$ cat src/rtl/varredor_triangulo.sv
// varredor_triangulo: raster scan sequencer for a point-in-triangle tester.
// Latches three vertices, walks every integer point of their bounding box in
// row-major order, and streams the points the tester flags as inside through
// a single-entry valid/ready output register, then reports the inside count.
module varredor_triangulo (
    input  logic        clk,
    input  logic        rst,
    input  logic        start,
    input  logic [9:0]  xa,
    input  logic [9:0]  ya,
    input  logic [9:0]  xb,
    input  logic [9:0]  yb,
    input  logic [9:0]  xc,
    input  logic [9:0]  yc,
    output logic [9:0]  px,
    output logic [9:0]  py,
    input  logic        s_in,
    output logic        out_valid,
    input  logic        out_ready,
    output logic [9:0]  out_x,
    output logic [9:0]  out_y,
    output logic        busy,
    output logic        done,
    output logic [20:0] count
);

    typedef enum logic [1:0] {
        S_IDLE,
        S_BBOX,
        S_SCAN,
        S_FINISH
    } state_t;

    state_t      state_q, state_d;
    logic [9:0]  xa_q, ya_q, xb_q, yb_q, xc_q, yc_q;
    logic [9:0]  xa_d, ya_d, xb_d, yb_d, xc_d, yc_d;
    logic [9:0]  xmin_q, xmax_q, ymax_q;
    logic [9:0]  xmin_d, xmax_d, ymax_d;
    logic [9:0]  px_q, py_q, px_d, py_d;
    logic        outValid_q, outValid_d;
    logic [9:0]  outX_q, outY_q, outX_d, outY_d;
    logic [20:0] count_q, count_d;
    logic        busy_q, busy_d;
    logic        done_q, done_d;

    logic        regFree;
    logic        drain;
    logic        lastPoint;

    function automatic logic [9:0] min3(input logic [9:0] a, input logic [9:0] b,
                                        input logic [9:0] c);
        logic [9:0] m;
        m = (a < b) ? a : b;
        return (c < m) ? c : m;
    endfunction

    function automatic logic [9:0] max3(input logic [9:0] a, input logic [9:0] b,
                                        input logic [9:0] c);
        logic [9:0] m;
        m = (a > b) ? a : b;
        return (c > m) ? c : m;
    endfunction

    assign regFree   = !outValid_q || out_ready;
    assign drain     = outValid_q && out_ready;
    assign lastPoint = (px_q == xmax_q) && (py_q == ymax_q);

    // Next-state logic: vertex latch, bounding box, scan walk, output register and count.
    always_comb begin
        state_d    = state_q;
        xa_d       = xa_q;
        ya_d       = ya_q;
        xb_d       = xb_q;
        yb_d       = yb_q;
        xc_d       = xc_q;
        yc_d       = yc_q;
        xmin_d     = xmin_q;
        xmax_d     = xmax_q;
        ymax_d     = ymax_q;
        px_d       = px_q;
        py_d       = py_q;
        outValid_d = outValid_q;
        outX_d     = outX_q;
        outY_d     = outY_q;
        count_d    = count_q;

        if (drain) begin
            outValid_d = 1'b0;
        end

        case (state_q)
            S_IDLE: begin
                if (start) begin
                    xa_d       = xa;
                    ya_d       = ya;
                    xb_d       = xb;
                    yb_d       = yb;
                    xc_d       = xc;
                    yc_d       = yc;
                    count_d    = 21'd0;
                    outValid_d = 1'b0;
                    outX_d     = 10'd0;
                    outY_d     = 10'd0;
                    state_d    = S_BBOX;
                end
            end
            S_BBOX: begin
                xmin_d  = min3(xa_q, xb_q, xc_q);
                xmax_d  = max3(xa_q, xb_q, xc_q);
                ymax_d  = max3(ya_q, yb_q, yc_q);
                px_d    = min3(xa_q, xb_q, xc_q);
                py_d    = min3(ya_q, yb_q, yc_q);
                state_d = S_SCAN;
            end
            S_SCAN: begin
                // An inside point that cannot be stored freezes the walk; otherwise advance.
                if (!(s_in && !regFree)) begin
                    if (s_in) begin
                        outValid_d = 1'b1;
                        outX_d     = px_q;
                        outY_d     = py_q;
                        count_d    = count_q + 21'd1;
                    end
                    if (lastPoint) begin
                        state_d = S_FINISH;
                    end else if (px_q == xmax_q) begin
                        px_d = xmin_q;
                        py_d = py_q + 10'd1;
                    end else begin
                        px_d = px_q + 10'd1;
                    end
                end
            end
            S_FINISH: begin
                if (!outValid_q) begin
                    state_d = S_IDLE;
                end
            end
            default: begin
                state_d = S_IDLE;
            end
        endcase

        busy_d = (state_d != S_IDLE);
        done_d = (state_d == S_FINISH) && !outValid_d;
    end

    // State and registered outputs, cleared by synchronous reset.
    always_ff @(posedge clk) begin
        if (rst) begin
            state_q    <= S_IDLE;
            xa_q       <= 10'd0;
            ya_q       <= 10'd0;
            xb_q       <= 10'd0;
            yb_q       <= 10'd0;
            xc_q       <= 10'd0;
            yc_q       <= 10'd0;
            xmin_q     <= 10'd0;
            xmax_q     <= 10'd0;
            ymax_q     <= 10'd0;
            px_q       <= 10'd0;
            py_q       <= 10'd0;
            outValid_q <= 1'b0;
            outX_q     <= 10'd0;
            outY_q     <= 10'd0;
            count_q    <= 21'd0;
            busy_q     <= 1'b0;
            done_q     <= 1'b0;
        end else begin
            state_q    <= state_d;
            xa_q       <= xa_d;
            ya_q       <= ya_d;
            xb_q       <= xb_d;
            yb_q       <= yb_d;
            xc_q       <= xc_d;
            yc_q       <= yc_d;
            xmin_q     <= xmin_d;
            xmax_q     <= xmax_d;
            ymax_q     <= ymax_d;
            px_q       <= px_d;
            py_q       <= py_d;
            outValid_q <= outValid_d;
            outX_q     <= outX_d;
            outY_q     <= outY_d;
            count_q    <= count_d;
            busy_q     <= busy_d;
            done_q     <= done_d;
        end
    end

    assign px        = px_q;
    assign py        = py_q;
    assign out_valid = outValid_q;
    assign out_x     = outX_q;
    assign out_y     = outY_q;
    assign count     = count_q;
    assign busy      = busy_q;
    assign done      = done_q;

endmodule
$ cat config.mk
export PLATFORM = sky130hd
export DESIGN_NAME = varredor_triangulo
export DESIGN_NICKNAME = d
export VERILOG_FILES = /design/src/rtl/varredor_triangulo.sv
export SDC_FILE = /design/constraint.sdc
export NUM_CORES = 1
export LEC_CHECK = 0
export CAP_MARGIN = 20
export CORE_MARGIN = 4
export CORE_UTILIZATION = 60
export DETAILED_ROUTE_END_ITERATION = 8
export HOLD_SLACK_MARGIN = 0.02
export PLACE_DENSITY = 0.88
export SYNTH_ARGS = -nofsm -noshare
export SYNTH_HDL_FRONTEND = slang
export SYNTH_SLANG_ARGS = --single-unit
$ cat constraint.sdc
create_clock -name clk -period 5.76 [get_ports clk]
set_input_delay 1.152 -clock clk [delete_from_list [all_inputs] [get_ports clk]]
set_output_delay 1.152 -clock clk [all_outputs]
set_load 0.01 [all_outputs]
* Word-level counts from Yosys, hierarchy flattened
Index checks and enable logic that the tools add are counted.
Cells by class: add/subtract/negate cells 3, order comparisons 8, equality and inequality tests 11, mux-type cells 37, reductions and logical operators 16
Operators by type and width (count):
- $mux W10 | 19
- $pmux W10 S2 | 4
- $mux W21 | 3
- $pmux W21 S2 | 1
- $gt A10 B10 Y1 | 4
- $lt A10 B10 Y1 | 4
- $add A21 B1 Y21 const B | 1
- $add A10 B1 Y10 const B | 2
- $eq A10 B10 Y1 | 2
- $ne A2 B2 Y1 const B | 5
- $mux W2 | 4
- $pmux W2 S4 | 1
- $reduce_and A4 Y1 | 2
- $eq A2 B2 Y1 const B | 3
- $reduce_bool A2 Y1 | 3
- $logic_and A1 B1 Y1 | 4
- $mux W1 | 4
- $logic_not A1 Y1 | 3
- $reduce_and A3 Y1 | 1
- $eq A2 B1 Y1 const B | 1
- $logic_not A2 Y1 | 1
- $pmux W1 S2 | 1
- $reduce_and A2 Y1 | 1
- $logic_or A1 B1 Y1 | 1
Word-level totals: bits in registers 156, output and inout bits 64, word-level logic and storage cells 93

* Depth between registers and ports, before layout
depth in word-level cells 8, mapped depth 18

* Least setup slack after synthesis
No wires, ideal clock.
kind register -> register, from reg xb_q[4], to reg px_q[1], in the netlist px[1], arrival 3.835 ns, slack 1.839 ns, stages on the path, launching flop included 17, path through dfxtp_1 inv_1 ha_1 a21oi_1 a21boi_1 o31ai_1 nand3_1 and2_1 ha_1 and2_1 a221oi_2 a21oi_1 or3_1 o311a_1 buf_2 mux2_2 a221oi_2
On the way: longest elaborated chain between the ends 5
Ends and longest elaborated chain:
- start: declaration | line 35 | logic [9:0] xa_q, ya_q, xb_q, yb_q, xc_q, yc_q;
- start signal: assignment | line 154 | xb_q <= 10'd0;
- start signal: assignment | line 173 | xb_q <= xb_d;
- $lt A10 B10 Y1 | line 53 | m = (a < b) ? a : b;
- $mux W10 (*) | line 53
- $lt A10 B10 Y1 | line 54 | return (c < m) ? c : m;
- $mux W10 (*) | line 54
- $pmux W10 S2 (*) | line 91 | case (state_q)
- end signal: assignment | line 180 | px_q <= px_d;
- end: declaration | line 39 | logic [9:0] px_q, py_q, px_d, py_d;
Every way passes the cells marked *; elsewhere a longest branch is shown, timed or not. A chain may end at the register's enable or synchronous reset.

* Worst setup path in the final report
from reg xb_q[4], to reg xmax_q[9]
On the way: longest elaborated chain between the ends 4
Ends and longest elaborated chain:
- $gt A10 B10 Y1 | line 60 | m = (a > b) ? a : b;
- $mux W10 (*) | line 60
- $gt A10 B10 Y1 | line 61 | return (c > m) ? c : m;
- $mux W10 (*) | line 61
- end signal: assignment | line 178 | xmax_q <= xmax_d;
- end: declaration | line 37 | logic [9:0] xmin_q, xmax_q, ymax_q;
Marks and branches as above.

==> impl_metrics.tcl <==
set metrics [dict create \
    grt_max_degree 63 \
    cp.arrival_ns 5.09 \
    syn_avg_cell_area_um2 7.88 \
    ios 129 \
    hold_class "flop to flop" \
    power_density_mw_per_mm2 324 \
    syn_area_mm2 0.00909 \
    grt_pass1_wl_um 40200 \
    drc 0 \
    routabilityCongestion 0.929 \
    ys.warnings.count 0 \
    nNetsFinal 1368 \
    vias 8861 \
    synth.distinct_cells 62 \
    cts_hold_buf 0 \
    drive_gt1_frac 0.0518 \
    areaGrowthSynthToFinish_pct 20.9 \
    slew_headroom 0.290 \
    rsz0062_at_grt "false" \
    die_height_um 131 \
    antenna_found_initial 0 \
    diodes 0 \
    setup_tns_ns 0 \
    cts_sinks 156 \
    synth_ff_type "dfxtp_1" \
    hold_viol 0 \
    synth_edf_count 0 \
    cap_violations 0 \
    syn_inst 1153 \
    htreeDepth 4 \
    drtIter0Drc 804 \
    irDropWorstVdd_mv 0.261 \
    p_leak_nw 4.41 \
    stdcell_count 1439 \
    synth-async-reset-ratio 0 \
    clockBufferDepth 2 \
    synth-seq-cells 156 \
    fmax_mhz 209 \
    worst_setup_path_end_kind "flop" \
    first_pass_iters 9 \
    grt_use_total 0.291 \
    seq_area_frac_synth 0.344 \
    dp.cells 1405 \
    grt_pass1_vias 8024 \
    cts_tree "built" \
    core_region_area_mm2 0.0147 \
    rows 44 \
    finalMaxSlewViolations 0 \
    tightest_slew_ns 1.06 \
    largest_register_ffs 21 \
    dieArea_mm2 0.0172 \
    power_mw 3.56 \
    clk_pin_slew_worst_paths_ns 0.06 \
    slowest_stage "nor2_1" \
    numCtsBuffers 17 \
    finalCriticalPeriod_ns 4.79 \
    worstSetupPathType "flop to flop" \
    portBuffers 128 \
    viasPerCell 6.16 \
    routed_wl_um 25000 \
    cts_root_buf "clkbuf_16" \
    ant_nets 0 \
    die_w_um 131 \
    postCtsSetupBuffers 0 \
    hpwlAfterDp_um 17500 \
    initial_core_util 0.618 \
    period_share 0.831 \
    cp_cell_sequence "inv_1 -> ha_1 -> a21oi_1 -> a21boi_1 -> o31a_1 -> nor2_1 -> a31o_2 -> mux2i_1 -> ha_1 -> a21o_1 -> a21oi_1 -> nand2b_1 -> nor2_1 -> o211ai_1 -> and2_1 -> o311ai_0" \
    start_kind "flop" \
    syn_nets 1279 \
    finClkSkew_ns 0.00479 \
    slowest_delay_ns 0.42 \
    path_max_fanout 12 \
    routedWlPerCell_um 17.4 \
    setup_viol 0 \
    grt_overflow 0 \
    critPathRequiredTime_ns 6.06 \
    cts_resized 0 \
    outcome "finished clean" \
    clkLatencyLatePin_ns 0.43 \
]
worst paths after layout:
check	slack [ns]	end	from	cells past startpoint
worst min-delay path	0.48	xmin_q[0]	xmin_q[0]	2
worst max register to register	0.97	xmax_q[9]	xb_q[4]	16
worst max-delay path	0.97	xmax_q[9]	xb_q[4]	16
worst min register to register	0.48	xmin_q[0]	xmin_q[0]	2
cell usage in the layout, fill, tap and decap left out, types with 23 or more instances in the layout:
master           count
inv_1               34
and3_1              46
dfxtp_1            156
clkdlybuf4s50_1    127
a21oi_1            148
mux2i_1             39
o21ai_0             40
nor2_1              79
and2_1              23
nand3_1             47
nand2_1            179
ha_1                61
xor2_1              24
layout make-up:
type,count,area [um2]
inverter,34,128
multi-input combinational,895,5570
tap,184,230
timing repair buffer,138,1360
sequential,156,3120
fill,1126,3710
clock inverter,9,113
clock buffer,23,458
layer usage:
metal | vias to the layer above | GRT usage | part of all wire
met2 | 433 | 0.457 | 0.45
li1 | 4295 | - | -
met4 | 0 | 0.113 | 0.026
met5 | - | 0 | 0
met3 | 58 | 0.0511 | 0.086
met1 | 4075 | 0.399 | 0.44
Yosys cell counts (34+ instances only):
master,n,area (um2)
dfxtp_1,156,3120
a21oi_1,148,741
mux2i_1,39,390
inv_1,34,128
nor2_1,79,297
and3_1,46,288
nand3_1,47,235
clkbuf_1,56,210
nand2_1,180,676
o21ai_0,40,200
ha_1,61,763
where the power goes:
group	total, mW	internal (mW)	switching [mW]
sequential	1.27	1.16	0.115
combinational	1.18	0.479	0.700
clock	1.11	0.652	0.454
total	3.56	2.29	1.27
through the flow:
step	worst slack (ns)	cell area, um2	util	hold WS [ns]
finish	0.972	11000	0.748	0.477
detailed placement	1.16	10400	0.706	0.464
global placement	1.35	10400	0.706	0.449
CTS	1.05	11000	0.745	0.474
global route	0.739	11000	0.748	0.502
floorplan	1.84	9090	-	0.437
logic make-up after synthesis:
kind of cell             count (synthesis)  share of synthesized area
flip-flops                             156                      0.344
XOR/XNOR                                41                     0.0395
buffers and inverters                  102                     0.0445
multiplexers                            43                     0.0479
AO/OA/AOI/OAI                          288                      0.196
AND/OR/NAND/NOR                        462                      0.244
adder cells (fa/ha/maj)                 61                     0.0840
critical path: cells and delay by family (launching register included):
kind,cells,cell delay [ns]
AOI/OAI and AO/OA,8,2.17
adders and majority gates,2,0.62
buffers and inverters,1,0.06
DFF,1,0.38
muxes,1,0.39
and+or+nand+nor,4,1.04
No activity file was read; power rests on OpenSTA's default activity.
